`src/rtl/alu_issue_ctrl.sv`:
```
// Decodes one RV32 ALU/branch op, drives a registered external ALU, and returns its result.
// Accept edge N loads the ALU drive; edge N+1 captures the result (DONE); in_ready follows out_ready in DONE.
module alu_issue_ctrl (
    input  logic        clk,
    input  logic        rst,
    input  logic        in_valid,
    output logic        in_ready,
    input  logic [31:0] instr,
    input  logic [31:0] rs1_val,
    input  logic [31:0] rs2_val,
    output logic [31:0] alu_a,
    output logic [31:0] alu_b,
    output logic [3:0]  alu_s,
    input  logic [31:0] alu_f,
    input  logic        alu_zero,
    output logic        out_valid,
    input  logic        out_ready,
    output logic [31:0] result,
    output logic        zero,
    output logic        branch_taken,
    output logic        illegal
);

    localparam logic [3:0] S_ADD  = 4'b0000;
    localparam logic [3:0] S_SUB  = 4'b0001;
    localparam logic [3:0] S_SLL  = 4'b0010;
    localparam logic [3:0] S_SLT  = 4'b0011;
    localparam logic [3:0] S_XOR  = 4'b0100;
    localparam logic [3:0] S_SRL  = 4'b0101;
    localparam logic [3:0] S_OR   = 4'b0110;
    localparam logic [3:0] S_AND  = 4'b0111;
    localparam logic [3:0] S_SLTU = 4'b1000;

    localparam logic [6:0] OP_R = 7'b0110011;
    localparam logic [6:0] OP_I = 7'b0010011;
    localparam logic [6:0] OP_B = 7'b1100011;

    typedef enum logic [1:0] {IDLE, EXEC, DONE} state_t;
    typedef enum logic [2:0] {BR_NONE, BR_EQ, BR_NE, BR_LTU, BR_GEU} br_t;

    typedef struct packed {
        logic [31:0] b;
        logic [3:0]  s;
        br_t         br;
        logic        ill;
    } dec_t;

    state_t      state_q;
    logic [31:0] alu_a_q, alu_b_q;
    logic [3:0]  alu_s_q;
    br_t         br_q;
    logic        ill_pend_q;
    logic        out_valid_q;
    logic [31:0] result_q;
    logic        zero_q, branch_taken_q, illegal_q;

    dec_t        dec_d;
    logic        accept;
    logic        taken_d;

    logic [6:0]  opcode;
    logic [2:0]  funct3;
    logic [6:0]  funct7;
    logic        unused_instr_fields;

    assign opcode = instr[6:0];
    assign funct3 = instr[14:12];
    assign funct7 = instr[31:25];
    assign unused_instr_fields = ^{instr[19:15], instr[11:7]};

    always_comb begin
        dec_d     = '0;
        dec_d.br  = BR_NONE;
        dec_d.ill = 1'b1;
        case (opcode)
            OP_R: begin
                dec_d.b = rs2_val;
                if (funct7 == 7'b0000000) begin
                    dec_d.ill = 1'b0;
                    case (funct3)
                        3'b000:  dec_d.s = S_ADD;
                        3'b001:  dec_d.s = S_SLL;
                        3'b010:  dec_d.s = S_SLT;
                        3'b011:  dec_d.s = S_SLTU;
                        3'b100:  dec_d.s = S_XOR;
                        3'b101:  dec_d.s = S_SRL;
                        3'b110:  dec_d.s = S_OR;
                        default: dec_d.s = S_AND;
                    endcase
                end else if (funct7 == 7'b0100000 && funct3 == 3'b000) begin
                    dec_d.ill = 1'b0;
                    dec_d.s   = S_SUB;
                end
            end
            OP_I: begin
                dec_d.b   = {{20{instr[31]}}, instr[31:20]};
                dec_d.ill = 1'b0;
                case (funct3)
                    3'b000:  dec_d.s = S_ADD;
                    3'b010:  dec_d.s = S_SLT;
                    3'b011:  dec_d.s = S_SLTU;
                    3'b100:  dec_d.s = S_XOR;
                    3'b110:  dec_d.s = S_OR;
                    3'b111:  dec_d.s = S_AND;
                    3'b001: begin
                        dec_d.s   = S_SLL;
                        dec_d.b   = {27'd0, instr[24:20]};
                        dec_d.ill = (funct7 != 7'b0000000);
                    end
                    default: begin
                        // funct3 101: only SRLI is supported; SRAI falls out as illegal
                        dec_d.s   = S_SRL;
                        dec_d.b   = {27'd0, instr[24:20]};
                        dec_d.ill = (funct7 != 7'b0000000);
                    end
                endcase
            end
            OP_B: begin
                dec_d.b = rs2_val;
                case (funct3)
                    3'b000: begin dec_d.s = S_SUB;  dec_d.br = BR_EQ;  dec_d.ill = 1'b0; end
                    3'b001: begin dec_d.s = S_SUB;  dec_d.br = BR_NE;  dec_d.ill = 1'b0; end
                    3'b110: begin dec_d.s = S_SLTU; dec_d.br = BR_LTU; dec_d.ill = 1'b0; end
                    3'b111: begin dec_d.s = S_SLTU; dec_d.br = BR_GEU; dec_d.ill = 1'b0; end
                    default: ;
                endcase
            end
            default: ;
        endcase
        if (dec_d.ill) begin
            dec_d.b  = '0;
            dec_d.s  = '0;
            dec_d.br = BR_NONE;
        end
    end

    always_comb begin
        case (br_q)
            BR_EQ:   taken_d = alu_zero;
            BR_NE:   taken_d = !alu_zero;
            BR_LTU:  taken_d = alu_f[0];
            BR_GEU:  taken_d = !alu_f[0];
            default: taken_d = 1'b0;
        endcase
    end

    always_comb begin
        case (state_q)
            IDLE:    in_ready = 1'b1;
            DONE:    in_ready = out_ready;
            default: in_ready = 1'b0;
        endcase
    end

    assign accept = in_valid & in_ready;

    always_ff @(posedge clk or posedge rst) begin
        if (rst) begin
            state_q        <= IDLE;
            alu_a_q        <= '0;
            alu_b_q        <= '0;
            alu_s_q        <= '0;
            br_q           <= BR_NONE;
            ill_pend_q     <= 1'b0;
            out_valid_q    <= 1'b0;
            result_q       <= '0;
            zero_q         <= 1'b0;
            branch_taken_q <= 1'b0;
            illegal_q      <= 1'b0;
        end else begin
            if (accept) begin
                alu_a_q    <= dec_d.ill ? 32'd0 : rs1_val;
                alu_b_q    <= dec_d.b;
                alu_s_q    <= dec_d.s;
                br_q       <= dec_d.br;
                ill_pend_q <= dec_d.ill;
            end
            case (state_q)
                IDLE: begin
                    if (accept) state_q <= EXEC;
                end
                EXEC: begin
                    // Illegal ops still spend a cycle here but report a zeroed result
                    result_q       <= ill_pend_q ? 32'd0 : alu_f;
                    zero_q         <= ill_pend_q ? 1'b0 : alu_zero;
                    branch_taken_q <= ill_pend_q ? 1'b0 : taken_d;
                    illegal_q      <= ill_pend_q;
                    out_valid_q    <= 1'b1;
                    state_q        <= DONE;
                end
                DONE: begin
                    if (out_ready) begin
                        out_valid_q <= 1'b0;
                        state_q     <= in_valid ? EXEC : IDLE;
                    end
                end
                default: state_q <= IDLE;
            endcase
        end
    end

    assign alu_a        = alu_a_q;
    assign alu_b        = alu_b_q;
    assign alu_s        = alu_s_q;
    assign out_valid    = out_valid_q;
    assign result       = result_q;
    assign zero         = zero_q;
    assign branch_taken = branch_taken_q;
    assign illegal      = illegal_q;

endmodule

```
`config.mk`:
```
export PLATFORM = sky130hd
export DESIGN_NAME = alu_issue_ctrl
export DESIGN_NICKNAME = d
export VERILOG_FILES = /design/src/rtl/alu_issue_ctrl.sv
export SDC_FILE = /design/constraint.sdc
export NUM_CORES = 1
export LEC_CHECK = 0
export CAP_MARGIN = 0
export CELL_PAD_IN_SITES_DETAIL_PLACEMENT = 0
export CELL_PAD_IN_SITES_GLOBAL_PLACEMENT = 2
export CORE_ASPECT_RATIO = 0.9
export CORE_MARGIN = 4
export CORE_UTILIZATION = 25
export CTS_CLUSTER_SIZE = 10
export DETAILED_ROUTE_END_ITERATION = 10
export PLACE_DENSITY = 0.94
export SLEW_MARGIN = 15
export SYNTH_ARGS = -nofsm -noshare
export SYNTH_HDL_FRONTEND = slang
export SYNTH_SLANG_ARGS = --single-unit
```
`constraint.sdc`:
```
create_clock -name clk -period 11.2 [get_ports clk]
set_clock_uncertainty 0.05 [all_clocks]
set_input_delay 2.24 -clock clk [delete_from_list [all_inputs] [get_ports clk]]
set_output_delay 2.24 -clock clk [all_outputs]
set_load 0.05 [all_outputs]
```
# After elaboration in Yosys (flattened, before gate mapping)
# Cells that the tools add are included.
# op_classes
eq_ne	19
n_bitwise	1
n_mux	25
n_reduce_logical	11
# ops
operator	n
case mux 36 bit (3 select lines)	1
two-way mux 32 bit	3
case mux 4 bit (7 select lines)	2
two-way mux 39 bit	1
case mux 8 bit (4 select lines)	1
equality test 3 bit (second input constant)	5
equality test 7 x 6 -> 1 bit (second input constant)	2
equality test 3 x 2 -> 1 bit (second input constant)	4
two-way mux 1 bit	8
equality test 7 x 5 -> 1 bit (second input constant)	1
equality test 7 bit (second input constant)	1
zero test 7 bit	1
nonzero test 7 bit	1
equality test 3 x 1 -> 1 bit (second input constant)	2
case mux 2 bit (3 select lines)	1
OR reduction 6 bit	1
two-way mux 2 bit	2
two-way mux 4 bit	1
inequality test 2 bit (second input constant)	2
case mux 1 bit (2 select lines)	2
case mux 1 bit (4 select lines)	1
AND reduction 2 bit	2
zero test 3 bit	1
two-way mux 3 bit	1
other kinds (8)	9
# totals
regBits	110
in_bits	133
output_inout_bits	105
wordCells	67

# Longest topological paths before layout
# depth
ltp_word	6
mapped_depth	7
mapped_depth_nobuf	5

# Least setup slack after synthesis
# OpenSTA, ideal clock, no wires.
# synth_path
kind	input -> output
from	input out_ready
to	output in_ready
n_path_buf	0
t_arrival_ns	3.052
cell_stages	2
setup_slack_ns	5.858
required_time_ns	8.910
cell_sequence	inv_1 -> a21oi_1
# synth_between
elab_chain_len	1
# synth_lines
element	line_no	source
start: declaration	17	input logic out_ready,
case mux 1 bit (2 select lines)	148	case (state_q)
end: declaration	7	output logic in_ready,
# No other way between the ends.

# Worst setup path after layout
# Ends and elaborated chain as after synthesis.

==> impl_metrics.tcl <==
set metrics [dict create \
    path_clk_slew_ps 80 \
    cts_buffers 9 \
    grt_overflow 0 \
    initial_core_util 0.259 \
    power_w 0.000874 \
    synth-async-reset-ratio 1.00 \
    critPathMaxFanout 2 \
    hold_class "reg2reg" \
    cts_root_buf "clkbuf_16" \
    synth-xor-area-share 0.00545 \
    synth_compound_area_frac 0.233 \
    coreArea_sq_mm 0.0186 \
    drc 0 \
    first_global_vias 4503 \
    synth_seq_cells 110 \
    cts_htree_levels 3 \
    synth_top_area_share 0.571 \
    synth_edf_count 0 \
    synth-simple-area-share 0.142 \
    grt_pass1_wl_microns 24900 \
    synth_adder_area_share 0 \
    antenna_found_initial 0 \
    clock_path_buffers 2 \
    fmax_mhz 166 \
    crit_required_ps 8910 \
    hold_viol_final 0 \
    synth_top_cell_by_area "dfrtp_1" \
    die_w_microns 154 \
    gp_congestion 0.778 \
    layout-drive-gt1-share 0.0501 \
    irDropWorstVdd_v 0.0000756 \
    fin_crit_ps 6040 \
    ctsHoldBuffers 0 \
    num_rows 47 \
    avgSynthCellArea_sq_um 10.7 \
    ys_types 42 \
    period_share 0.539 \
    diodes 0 \
    drv_slew 0 \
    cp-start-kind "input pin" \
    cap_viol_max_count 0 \
    cts-resized-gates 0 \
    fin_nets 787 \
    leakagePower_nw 2.97 \
    cts_setup_buffers 0 \
    worst-setup-path-type "in2out" \
    endpoint_kind "output pin" \
    synth_warnings 0 \
    routed_wl_microns 15600 \
    drtIter0Drc 295 \
    num_vias 4372 \
    dp_hpwl_microns 11100 \
    postRouteAntennaNets 0 \
    tightest_slew_ps 1180 \
    rsz0062_at_grt "no" \
    die_h_microns 140 \
    viasPerCell 4.84 \
    grt_max_degree 73 \
    syn-num-nets 584 \
    synth_top_family_by_area "compound AO/OA/AOI/OAI gates" \
    fillers 1784 \
    portBuffers 227 \
    synth.most_common_cell "dfrtp_1" \
    setup_viol 0 \
    synthToLayoutAreaGrowth_pct 56.9 \
    status "finished clean" \
    arrival_ps 3750 \
    dieArea_sq_mm 0.0216 \
    cts_tree "built" \
    cts_sinks 110 \
    synth_area_leaders "dfrtp_1 57%, a32o_1 7.7%, nand2_1 5.4%" \
    track_usage 0.142 \
    clk_latency_ps 350 \
    synth_area_sq_mm 0.00482 \
    synthMuxAreaShare 0.00441 \
    slew_headroom 0.214 \
    synth_cells 451 \
    dr.pass1.iters 5 \
    synth_commonest_cells "110 x dfrtp_1, 70 x nand2_1, 37 x a32o_1" \
    ys_seq_area_frac 0.571 \
    setup_tns_ps 0 \
    powerDensity_mw_per_mm2 115 \
    synth_ff_type "dfrtp_1" \
    wl_per_cell_microns 17.2 \
    ioPinCount 238 \
]
-- layout make-up --
cell class | instances | area (sq um) | share of cell area
clock buffer | 10 | 229 | 0.0303
clock inverter | 6 | 51.3 | 0.00678
sequential | 110 | 2750 | 0.364
timing repair buffer | 232 | 2310 | 0.305
multi-input combinational | 293 | 1890 | 0.249
tap | 245 | 307 | 0.0405
inverter | 8 | 32.5 | 0.00430
-- registers in the layout, indices dropped and copies added (netlist names) --
name and flops:
illegal 1, result 32, alu_s 4, alu_b 32, alu_a 32, out_valid 1, ill_pend_q 1, state_q 2
zero 1, br_q 3, branch_taken 1
-- worst paths after layout --
path / startpoint / cells after the start / endpoint / slack (ps)
worst min-delay path: alu_b[9] / 2 / alu_b[9] / 430
max in group asynchronous: rst / 3 / alu_b[7] / 7620
worst max register to register: state_q[0] / 6 / alu_a[13] / 8720
worst min register to register: alu_b[9] / 2 / alu_b[9] / 430
worst max-delay path: out_ready / 4 / in_ready / 5160
min in group asynchronous: rst / 2 / alu_b[0] / 2320
-- metrics by stage --
stage               area, sq um  utilization  hold WS (ps)  setup WS, ps  instances
floorplan                  4820            -           404          5860        451
global placement           7280        0.391           412          5150        888
detailed placement         7280        0.391           416          5160        888
CTS                        7560        0.406           434          5150        904
global route               7570        0.406           455          5090        904
finish                     7570        0.406           433          5160        904
-- worst max-delay path, stage by stage --
cell and delay, ps:
clkdlybuf4s50_1 480, inv_1 50, a21oi_1 140, clkdlybuf4s50_1 840
-- cell usage in the layout (no fill, tap or decap), types with 2 or more instances in the layout --
| master | count |
|---|---|
| nor4_2 | 2 |
| buf_4 | 5 |
| xor2_1 | 2 |
| and3_1 | 2 |
| clkinv_4 | 2 |
| inv_6 | 2 |
| a22oi_1 | 11 |
| nor2_1 | 5 |
| a21oi_1 | 26 |
| nor3_1 | 3 |
| a32o_1 | 37 |
| o21ai_0 | 36 |
| clkdlybuf4s50_1 | 227 |
| clkbuf_16 | 9 |
| dfrtp_1 | 110 |
| nor4_1 | 2 |
| nand2b_1 | 35 |
| a311oi_1 | 2 |
| inv_1 | 7 |
| nand2_1 | 70 |
| o31ai_1 | 35 |
-- cell families (layout without fill, tap and decap cells) --
logic type	after synthesis	in the layout
flip-flops	110	110
XOR/XNOR	3	3
AO/OA/AOI/OAI	154	154
AND/OR/NAND/NOR	134	134
buffers and inverters	48	256
multiplexers	2	2
-- layer usage --
metal,global-route usage,share of wire,wire (microns)
met5,0,0,0
met4,0.0441,0.018,276
met3,0.0609,0.093,1450
met2,0.231,0.47,7360
met1,0.172,0.42,6480
-- power by group --
part,leakage (nW),internal (W),switching (W),total (W)
combinational,1.31,0.0000618,0.0000894,0.000151
clock,0.139,0.000155,0.000156,0.000311
sequential,1.52,0.000405,0.00000647,0.000411
Power figures use the tool's default switching activity.
